$ cat config.mk
export PLATFORM = sky130hd
export DESIGN_NAME = motor_pwm_driver
export DESIGN_NICKNAME = d
export VERILOG_FILES = /design/src/rtl/motor_pwm_driver.sv
export SDC_FILE = /design/constraint.sdc
export NUM_CORES = 1
export LEC_CHECK = 0
export ABC_CLOCK_PERIOD_IN_PS = 5100
export BUFFER_PORTS_ARGS = -buffer_cell sky130_fd_sc_hd__buf_2
export CORE_AREA = 2 2 102 104
export DETAILED_ROUTE_END_ITERATION = 10
export DIE_AREA = 0 0 104 106
export GPL_ROUTABILITY_DRIVEN = 0
export PLACE_DENSITY_LB_ADDON = 0.25
export SLEW_MARGIN = 20
export SYNTH_ARGS = -nofsm -noshare
export SYNTH_HDL_FRONTEND = slang
export SYNTH_SLANG_ARGS = --single-unit
$ cat constraint.sdc
create_clock -name clk_in -period 5.1 [get_ports clk_in]
set_clock_uncertainty 0.05 [all_clocks]
set_input_delay 1.53 -clock clk_in [delete_from_list [all_inputs] [get_ports clk_in]]
set_output_delay 1.53 -clock clk_in [all_outputs]
set_load 0.01 [all_outputs]
$ cat src/rtl/motor_pwm_driver.sv
// motor_pwm_driver
//   H-bridge PWM stage for one drive motor. Takes the decoded speed byte and
//   direction bit, ramps the applied duty toward the target once per PWM
//   period, and forces a ramp-down plus dead time on every direction reversal.
//
//   Ports:
//     clk_in        system clock
//     n_reset_in    asynchronous active-low reset
//     enable_in     1 = drive allowed, 0 = coast (both legs low, restart from IDLE)
//     speed_in      target duty, 0 = off, 255 = 100 %
//     direction_in  target direction, 1 = forward (plus leg), 0 = reverse (minus leg)
//     motor_plus    H-bridge forward leg (registered)
//     motor_minus   H-bridge reverse leg (registered)
//     duty_out      duty currently applied
//     state_out     00 IDLE, 01 DRIVE, 10 RAMP_DOWN, 11 DEAD
//     period_out    one-clk pulse on each PWM period boundary
module motor_pwm_driver #(
    parameter int unsigned CLK_DIV      = 1000,
    parameter int unsigned RAMP_STEP    = 4,
    parameter int unsigned DEAD_PERIODS = 2
) (
    input  logic       clk_in,
    input  logic       n_reset_in,
    input  logic       enable_in,
    input  logic [7:0] speed_in,
    input  logic       direction_in,
    output logic       motor_plus,
    output logic       motor_minus,
    output logic [7:0] duty_out,
    output logic [1:0] state_out,
    output logic       period_out
);

    localparam int unsigned PS_W = (CLK_DIV > 1) ? $clog2(CLK_DIV) : 1;
    localparam int unsigned DC_W = $clog2(DEAD_PERIODS + 1);

    localparam logic [PS_W-1:0] PS_LAST   = PS_W'(CLK_DIV - 1);
    localparam logic [8:0]      STEP9     = 9'(RAMP_STEP);
    localparam logic [DC_W-1:0] DEAD_INIT = DC_W'(DEAD_PERIODS);
    localparam logic [7:0]      PWM_LAST  = 8'd254;

    typedef enum logic [1:0] {
        IDLE      = 2'b00,
        DRIVE     = 2'b01,
        RAMP_DOWN = 2'b10,
        DEAD      = 2'b11
    } state_t;

    state_t          state_q, state_d;
    logic [7:0]      duty_q, duty_d;
    logic            dir_q, dir_d;
    logic [DC_W-1:0] dead_q, dead_d;
    logic [PS_W-1:0] prescaler_q, prescaler_d;
    logic [7:0]      pwm_q, pwm_d;
    logic            tick;
    logic            boundary;
    logic            drive_plus, drive_minus;

    // One ramp step of at most RAMP_STEP toward tgt, clamped so it never
    // overshoots. 9-bit math: bit 8 of the difference flags an underflow.
    function automatic logic [7:0] ramp_to(input logic [7:0] cur, input logic [7:0] tgt);
        logic [8:0] up;
        logic [8:0] dn;
        up = {1'b0, cur} + STEP9;
        dn = {1'b0, cur} - STEP9;
        if (tgt > cur)
            return (up > {1'b0, tgt}) ? tgt : up[7:0];
        else if (dn[8] || (dn < {1'b0, tgt}))
            return tgt;
        else
            return dn[7:0];
    endfunction

    always_comb begin
        state_d     = state_q;
        duty_d      = duty_q;
        dir_d       = dir_q;
        dead_d      = dead_q;
        prescaler_d = prescaler_q;
        pwm_d       = pwm_q;
        tick        = (prescaler_q == PS_LAST);
        boundary    = enable_in && tick && (pwm_q == PWM_LAST);

        if (!enable_in) begin
            state_d     = IDLE;
            duty_d      = '0;
            prescaler_d = '0;
            pwm_d       = '0;
        end else begin
            prescaler_d = tick ? '0 : prescaler_q + PS_W'(1);
            if (tick)
                pwm_d = (pwm_q == PWM_LAST) ? '0 : pwm_q + 8'd1;

            if (boundary) begin
                unique case (state_q)
                    IDLE: begin
                        dir_d   = direction_in;
                        duty_d  = ramp_to(duty_q, speed_in);
                        state_d = DRIVE;
                    end
                    DRIVE: begin
                        if (direction_in == dir_q) begin
                            duty_d = ramp_to(duty_q, speed_in);
                        end else if (duty_q != '0) begin
                            duty_d  = ramp_to(duty_q, '0);
                            state_d = RAMP_DOWN;
                        end else begin
                            dead_d  = DEAD_INIT;
                            state_d = DEAD;
                        end
                    end
                    RAMP_DOWN: begin
                        if (direction_in == dir_q) begin
                            duty_d  = ramp_to(duty_q, speed_in);
                            state_d = DRIVE;
                        end else begin
                            duty_d = ramp_to(duty_q, '0);
                            if (ramp_to(duty_q, '0) == '0) begin
                                dead_d  = DEAD_INIT;
                                state_d = DEAD;
                            end
                        end
                    end
                    DEAD: begin
                        dead_d = dead_q - DC_W'(1);
                        // Direction is only latched when leaving dead time, so
                        // late changes during DEAD are still honoured.
                        if (dead_q == DC_W'(1)) begin
                            dir_d   = direction_in;
                            state_d = DRIVE;
                        end
                    end
                    default: state_d = IDLE;
                endcase
            end
        end
    end

    always_ff @(posedge clk_in or negedge n_reset_in) begin
        if (!n_reset_in) begin
            state_q     <= IDLE;
            duty_q      <= '0;
            dir_q       <= 1'b1;
            dead_q      <= '0;
            prescaler_q <= '0;
            pwm_q       <= '0;
        end else begin
            state_q     <= state_d;
            duty_q      <= duty_d;
            dir_q       <= dir_d;
            dead_q      <= dead_d;
            prescaler_q <= prescaler_d;
            pwm_q       <= pwm_d;
        end
    end

    // Leg selection from the current state; the registers below add the
    // one-clk output latency. At most one leg can be selected by dir_q.
    always_comb begin
        drive_plus  = 1'b0;
        drive_minus = 1'b0;
        if ((state_q == DRIVE) || (state_q == RAMP_DOWN)) begin
            drive_plus  = dir_q && (pwm_q < duty_q);
            drive_minus = !dir_q && (pwm_q < duty_q);
        end
    end

    always_ff @(posedge clk_in or negedge n_reset_in) begin
        if (!n_reset_in) begin
            motor_plus  <= 1'b0;
            motor_minus <= 1'b0;
        end else if (!enable_in) begin
            motor_plus  <= 1'b0;
            motor_minus <= 1'b0;
        end else begin
            motor_plus  <= drive_plus;
            motor_minus <= drive_minus;
        end
    end

    assign duty_out   = duty_q;
    assign state_out  = state_q;
    assign period_out = boundary;

endmodule
## Word-level counts from Yosys, hierarchy flattened

Index checks and enable logic that the tools add are counted.

| operators by class | value |
|---|---|
| add/sub/neg operators | 5 |
| shift-type cells | 0 |
| equal/unequal tests | 19 |
| divide/modulo/power cells | 0 |
| $mul | 0 |
| order comparisons | 7 |
| reduce and logical (&&, ||, !) cells | 17 |
| bitwise gates (word level) | 0 |
| mux-type cells | 40 |

Operators by type and width:

| cell | count |
|---|---|
| $mux W8 | 18 |
| $pmux W8 S3 | 1 |
| $mux W10 | 2 |
| $mux W2 | 10 |
| $add A10 B1 Y10 const B | 1 |
| $eq A10 B10 Y1 const B | 1 |
| $ne A2 B2 Y1 const B | 5 |
| $add A8 B3 Y9 const B | 1 |
| $gt A9 B1 Y1 const B | 1 |
| $gt A9 B8 Y1 | 1 |
| $lt A9 B1 Y1 const B | 1 |
| $lt A9 B8 Y1 | 1 |
| $sub A8 B3 Y9 const B | 1 |
| $add A8 B1 Y8 const B | 1 |
| $eq A8 B8 Y1 const B | 1 |
| $gt A1 B8 Y1 const A | 1 |
| $gt A8 B8 Y1 | 1 |
| $logic_not A8 Y1 | 1 |
| $lt A8 B8 Y1 | 1 |
| $ne A4 B4 Y1 const B | 2 |
| $pmux W2 S4 | 1 |
| $reduce_and A4 Y1 | 2 |
| $reduce_bool A8 Y1 | 1 |
| $reduce_and A7 Y1 | 1 |
| other kinds (17) | 31 |

| storage, ports and cells | value |
|---|---|
| input port bits | 12 |
| latch bits | 0 |
| output and inout bits | 13 |
| register bits | 33 |
| memory bits (read-only) | 0 |
| bits in writable memories | 0 |
| logic and storage cells | 96 |
| memories kept | 0 |

## Logic depth before layout (Yosys ltp)

Gate-level depths: netlist (run 1).

| logic depth | value |
|---|---|
| word-level depth | 15 |
| gate-level depth with buffers | 13 |

## Worst setup path before layout (run 1)

No wires, ideal clock.

| timing | value |
|---|---|
| path type | input to register |
| from | in speed_in[1] |
| to | reg duty_q[0], in the netlist duty_out[0] |
| path slack | 1.589 ns |
| arrival time | 3.357 ns |
| stages | 9 |
| data required time | 4.946 ns |
| library setup time | 0.104 ns |
| path through | inv_1 ha_1 nor2b_1 o21ai_1 a21boi_1 o31ai_2 mux2_2 a211o_1 o311ai_1 |

| on the way | value |
|---|---|
| word-level cells in the longest chain between the ends | 8 |
| elaborated cells between the ends (all ways) | 12 |
| classes of those cells | 3 x order compare; 8 x mux; 1 x reduce/logical |

Ends and longest elaborated chain:

| element | RTL line | text |
|---|---|---|
| from (decl) | 25 | `input logic [7:0] speed_in,` |
| $lt A9 B8 Y1 | 68 | `else if (dn[8] \|\| (dn < {1'b0, tgt}))` |
| $logic_or A1 B1 Y1 | 68 |  |
| $mux W8 | 68 |  |
| $mux W8 (*) | 66 | `if (tgt > cur)` |
| $mux W8, on equally long branches | 113, 102 |  |
| $pmux W8 S3 (*) | 95 | `unique case (state_q)` |
| $mux W8 (*) | 94 | `if (boundary) begin` |
| $mux W8 (*) | 84 | `if (!enable_in) begin` |
| to (signal assigned) | 149 | `duty_q <= duty_d;` |
| to (decl) | 50 | `logic [7:0] duty_q, duty_d;` |

Mark *: on every way between the ends. The rest lies on a longest branch, timed or not. The select of a mux whose other input is x is not followed.
A chain may end at the register's enable or synchronous reset.

## Worst setup path in the final report (run 1)

| timing | value |
|---|---|
| from | in enable_in |
| to | out period_out |

| on the way | value |
|---|---|
| word-level cells in the longest chain between the ends | 2 |

Ends and longest elaborated chain:

| element | RTL line | text |
|---|---|---|
| from (decl) | 24 | `input logic enable_in,` |
| $logic_and A1 B1 Y1 (2 in series) | 82 | `boundary = enable_in && tick && (pwm_q == PWM_LAST);` |
| to (decl) | 31 | `output logic period_out` |

Every way passes these cells.

==> run_results.csv, run 1 <==
group,metric,value,unit
clocking,cts_root_buf,"clkbuf_8",
routing,routed_wirelength,7400,µm
setup_path,endpoint_kind,"primary output",
final_layout,layout_commonest_cell,"ha_1",
clocking,cts_inserted_buffers,5,
yosys,synth-main-ff-cell,"dfrtp_1",
yosys,ys_seq_area_share,28.57,%
sta,min_period_over_period,74.03,%
final_layout,nets,404,
yosys,synth_seq_cells,33,
grt,grt_pass1_vias,2481,
grt,antenna_found_initial,0,
grt,grt_pass1_wl,12600,µm
clocking,cts_hold_buf,0,
sta,worstMarginPinSlew,0.7982,ns
placed_design,dp_hpwl,5700,µm
final_layout,diodes,0,
sta,rsz0062_at_grt,"no",
setup_path,crit_path_frequent_cell,"buf_2",
routing,wire_per_inst,15.07,µm
run,max_cap_viol_count,0,
final_layout,utilization,32.70,%
final_layout,stdcell_count,491,
setup_path,cp.buffers_inverters,3,
sta,tns,0,ns
die,die_h,106,µm
power,power_density,178.9,mW/mm²
final_layout,seqCellArea,827.0,µm²
final_layout,drive_above_1_share,14.08,%
die,die_x,104,µm
setup_path,worstPathCellList,"buf_2, nand3_2, inv_1, buf_2",
yosys,synth_area,0.002895,mm²
routing,vias_per_cell,5.132,
power,vdd_drop_max,0.09443,mV
clocking,clock_latency,0.29,ns
routing,ant_nets,0,
setup_path,path_max_fanout,12,
sta,slew_violations,0,
setup_path,crit_required,3.52,ns
clocking,clockBufferDepth,2,
power,p_leak,0.001408,µW
grt,grt_max_degree,34,
sta,max-slew-margin-rel,46.79,%
setup_path,arrival,2.20,ns
sta,fmax,264.9,MHz
setup_path,worst_setup_path_start_kind,"input port",
final_layout,area_growth,12.92,%
clocking,cts.clk_slew.worst_paths,0.08,ns
grt,grt_usage,13.88,%
grt,grt_overflow,0,
setup_path,cp_slowest_cell,"buf_2",
yosys,synth-edff-count,0,
clocking,cts_tree,"built",
sta,holdWs,0.4172,ns
yosys,syn_inst,329,
die,io_pins,25,
die,dieArea,0.01102,mm²
yosys,avgSynthCellArea,8.800,µm²
clocking,htreeDepth,2,
routing,dr.pass1.iters,4,
final_layout,mostFrequentLayoutCells,"ha_1 (38), dfrtp_1 (32), nor2_1 (28), inv_1 (26)",
yosys,synth.distinct_cells,65,
routing,drtIter0Drc,120,
setup_path,path_class,"input port to primary output",
routing,vias,2520,
die,initial_core_util,28.95,%
yosys,yosysWarnings,0,
routing,route.detailed.drc,0,
clocking,cts_resized,0,
yosys,async_flop_share,100.0,%
die,num_rows,37,
final_layout,fill_cells,1080,
sta,setup_viol,0,
clocking,cts.sinks,33,
sta,fin_crit,3.776,ns
yosys,syn_nets,379,
die,core-area,0.01000,mm²
outcome,status,"finished clean",
sta,hold_viol_final,0,
setup_path,path_delay_family,"buffers and inverters",
clocking,cts_setup_buffers,0,
final_layout,multi_input_area,0.001939,mm²
setup_path,slowest_delay,0.24,ns
worst_hold_path,hp-class,"flip-flop to flip-flop",
placed_design,portBuffers,24,
placed_design,dpl.cell_count,483,
[through the flow]
stage,cell area [µm²],setup WS [ns],total power [µW]
4_1_cts,3269,1.314,588.8
6_report,3269,1.324,584.8
2_1_floorplan,2895,1.589,305.1
5_1_grt,3269,1.237,608.9
3_3_place_gp,3154,1.140,327.9
3_5_place_dp,3154,1.107,328.2
[report_power, final]
part	internal [µW]	switching, µW	leakage (µW)
logic	20.2	37.9	0.000903
registers	263	1.52	0.000450
clock network	146	115	0.0000543
[flip-flops by register name, indices dropped and copies added (netlist names)]
name and cells:
state_out 2, prescaler_q 10, dir_q 1, duty_out 8, motor_minus 1, motor_plus 1, dead_q 2, pwm_q 8
[layer usage]
layer	routed length, µm	track usage (%)
met5	0	0
met2	3454	23.26
met1	3531	18.51
met3	325	2.514
met4	88	3.475
[synth_stat cells, drive strengths merged, types with 2 or more instances]
cell	n	share of area, %
a211oi	9	2.7
and2	4	0.86
a21o	4	1.0
dfrtp	32	28
nor2b	3	0.65
o41ai	2	0.86
nand3b	3	0.78
o311ai	3	0.91
a21oi	10	1.7
a21boi	2	0.52
buf	2	0.56
and3	4	0.86
inv	26	3.4
xor2	8	2.7
and4	2	0.61
nor3b	3	0.95
a31oi	8	2.2
clkbuf	4	0.52
ha	38	16
nor2	28	3.6
o31ai	4	1.2
mux2i	5	1.7
nand2b	5	1.1
or2	3	0.65
o21bai	2	0.52
xnor2	11	3.3
nand3	25	4.5
mux2	2	0.91
a2111oi	3	0.95
a211o	3	0.91
o31a	2	0.61
o21ai	19	3.5
nor3	8	1.6
nand2	23	3.1
o211ai	2	0.52
nand4	3	0.65
[kinds of logic (layout without fill, tap and decap cells)]
kind of cell / after synthesis / count (layout) / synth area share, %
and+or+nand+nor: 118 / 118 / 21.00
buffers and inverters: 32 / 58 / 4.451
muxes: 7 / 7 / 2.636
adders and majority gates: 38 / 38 / 16.42
DFF: 33 / 33 / 28.57
AOI/OAI and AO/OA: 82 / 82 / 20.92
xor gates and xnor gates: 19 / 19 / 6.007
[worst register-to-register path, stage by stage (launching register included)]
cell	delay, ns
dfrtp_1	0.47
inv_1	0.25
ha_1	0.25
nor3b_2	0.29
xnor2_1	0.23
inv_1	0.14
ha_1	0.37
o211ai_1	0.12
nor2_1	0.05
or3_1	0.43
nand2_1	0.20
a221oi_1	0.12
a2111oi_0	0.47
nor3_1	0.10
[worst paths after layout]
path                                startpoint        endpoint  slack (ns)  cells after the start
worst max-delay path                 enable_in      period_out        1.32                      4
worst min-delay path            prescaler_q[0]  prescaler_q[0]        0.42                      1
worst max register to register     duty_out[2]     duty_out[6]        1.43                     13
worst min register to register  prescaler_q[0]  prescaler_q[0]        0.42                      1
max in group asynchronous           n_reset_in    state_out[0]        3.22                      1
min in group asynchronous           n_reset_in     duty_out[7]        1.26                      1
[final cells by class]
| type | count | area share [%] |
|---|---|---|
| timing repair buffer | 24 | 3.674 |
| multi-input combinational | 264 | 59.32 |
| tap | 136 | 5.205 |
| sequential | 33 | 25.30 |
| inverter | 26 | 2.985 |
| clock buffer | 5 | 2.105 |
| clock inverter | 3 | 1.416 |
Note: power is estimated with default switching activity, not from simulation.
==> inputs of run 2 (changes only) <==
Settings changed: ABC_CLOCK_PERIOD_IN_PS 5100 to 3800.
Clock period 5.1 ns to 3.8 ns, I/O delays scaled along.
==> run 2 against run 1 <==
- cell count is 0.81% higher
- combinational power is 36% higher
- total power is 46% higher
- utilization is 0.53 points higher
- worst setup slack worse by 0.94 ns
- critical path type is now flip-flop to flip-flop
==> run_results.csv, run 2 (synthesis gave the netlist of run 1 again) <==
group,metric,value,unit
outcome,status,"finished clean",
power,clkPwrFrac,49.1,%
setup_path,r2r-start,"duty_out[3]",
sta,tns,0,ns
die,die_h,106,µm
final_layout,area_growth,14.74,%
clocking,cts.clk_slew.worst_paths,0.08,ns
power,p_leak,0.001442,µW
worst_hold_path,hold-path-endpoint,"prescaler_q[0]",
routing,ant_nets,0,
grt,grt_max_degree,34,
setup_path,worstPathCellList,"inv_1, ha_1, nor3b_2, xnor2_1, inv_1, ha_1, o211ai_1, nor2_1, or3_1, nand2_1, a221oi_1, a2111oi_0, nor3_1",
routing,route.detailed.drc,0,
grt,grt_overflow,0,
sta,hold_viol_final,0,
setup_path,worst_setup_path_start_kind,"flip-flop",
die,die_x,104,µm
routing,routed_wirelength,7518,µm
power,power_density,257.0,mW/mm²
grt,grt_usage,14.24,%
final_layout,layout_commonest_cell,"ha_1",
worst_hold_path,hold_start,"prescaler_q[0]",
die,initial_core_util,28.95,%
sta,setup_viol,0,
setup_path,arrival,3.54,ns
grt,grt_pass1_vias,2554,
clocking,cts_setup_buffers,0,
clocking,cts_resized,0,
setup_path,endpoint_kind,"flip-flop",
sta,rsz0062_at_grt,"no",
setup_path,worst-r2r-cell-count,13,
setup_path,r2r-end,"duty_out[6]",
grt,antenna_found_initial,0,
clocking,clock_latency,0.29,ns
placed_design,portBuffers,24,
clocking,cts.sinks,33,
setup_path,crit_required,3.92,ns
setup_path,cp_slowest_cell,"or3_1",
run,max_cap_viol_count,0,
final_layout,nets,408,
final_layout,regMostFlops,"prescaler_q",
routing,vias_per_cell,5.117,
routing,wire_per_inst,15.19,µm
power,p_comb_share,9.2,%
power,pwr-share-seq,41.6,%
setup_path,slowest_delay,0.43,ns
sta,fmax,292.4,MHz
power,power.internal,645.9,µW
die,io_pins,25,
clocking,cts_inserted_buffers,5,
worst_hold_path,hp-class,"flip-flop to flip-flop",
clocking,cts_hold_buf,0,
final_layout,fill_cells,1073,
power,switching_share,24.34,%
grt,grt_pass1_wl,12750,µm
placed_design,dp_hpwl,5800,µm
setup_path,cp.buffers_inverters,2,
final_layout,drive_above_1_share,15.04,%
sta,slew_violations,0,
clocking,cts_tree,"built",
final_layout,largest_register_ffs,10,
setup_path,path_max_fanout,6,
die,num_rows,37,
routing,drtIter0Drc,112,
setup_path,path_delay_family,"simple AND/OR/NAND/NOR gates",
sta,max-slew-margin-rel,48.17,%
sta,fin_crit,3.420,ns
final_layout,mostFrequentLayoutCells,"ha_1 (38), dfrtp_1 (32), nor2_1 (28), inv_1 (26)",
final_layout,diodes,0,
power,vdd_drop_max,0.2202,mV
worst_hold_path,hold-path-cell-count,1,
power,power.total,853.6,µW
sta,worstMarginPinSlew,0.7774,ns
clocking,cts_root_buf,"clkbuf_8",
die,core-area,0.01000,mm²
routing,vias,2533,
setup_path,path_class,"flip-flop to flip-flop",
sta,min_period_over_period,90.00,%
clocking,htreeDepth,2,
power,net-switching-power,207.8,µW
clocking,clockBufferDepth,2,
die,dieArea,0.01102,mm²
setup_path,reg2reg_slack,0.38,ns
routing,dr.pass1.iters,4,
setup_path,cp.depth,13,
## run 2: cell count changes in the layout (fill, tap and decap cells not counted), sizes merged
cell | before | now
bufinv | 1 | 2
clkinv | 1 | 0
inv | 26 | 27
buf | 24 | 28
clkinvlp | 1 | 0
## run 2: final cells by class
cell class | count | area, µm² | share of cell area [%]
multi-input cells | 264 | 1939 | 58.38
well taps | 136 | 170.2 | 5.122
repair buffers | 28 | 150.1 | 4.520
clock inverters | 3 | 68.82 | 2.072
flip-flops and latches | 33 | 827.0 | 24.90
clock buffers | 5 | 68.82 | 2.072
inverters | 26 | 97.59 | 2.938
## run 2: stage by stage
stage | hold slack [ns] | utilization, % | std cells | worst slack, ns | cell area [µm²]
after floorplan | 0.3829 | - | 329 | 0.6792 | 2895
final | 0.4215 | 33.22 | 495 | 0.3799 | 3322
after detailed placement | 0.4086 | 31.84 | 487 | 0.3494 | 3184
after global placement | 0.4069 | 31.84 | 487 | 0.3806 | 3184
after CTS | 0.4199 | 33.22 | 495 | 0.4199 | 3322
after global routing | 0.4435 | 33.22 | 495 | 0.1627 | 3322
## run 2: per-layer routing
metal / vias up / track usage, % / wire [µm]
li1: 1258 / - / -
met4: 0 / 4.730 / 105
met2: 64 / 24.72 / 3614
met1: 1199 / 17.91 / 3456
met3: 12 / 2.514 / 341
met5: - / 0 / 0
## run 2: power by group through the flow
stage	Combinational (µW)	Sequential [µW]	Clock, µW
after floorplan	47.4	362	0
after global placement	78.6	362	0
after detailed placement	79.4	362	0
after CTS	79.9	356	429
after global routing	90.1	356	445
final	78.8	356	419
## run 2: how the worst max path moves through the flow
stage                     start          end
finish              duty_out[3]  duty_out[6]
global route        duty_out[2]  duty_out[4]
CTS                 duty_out[3]  duty_out[6]
detailed placement  speed_in[2]  duty_out[6]
global placement    speed_in[4]  duty_out[6]
floorplan           speed_in[1]  duty_out[1]
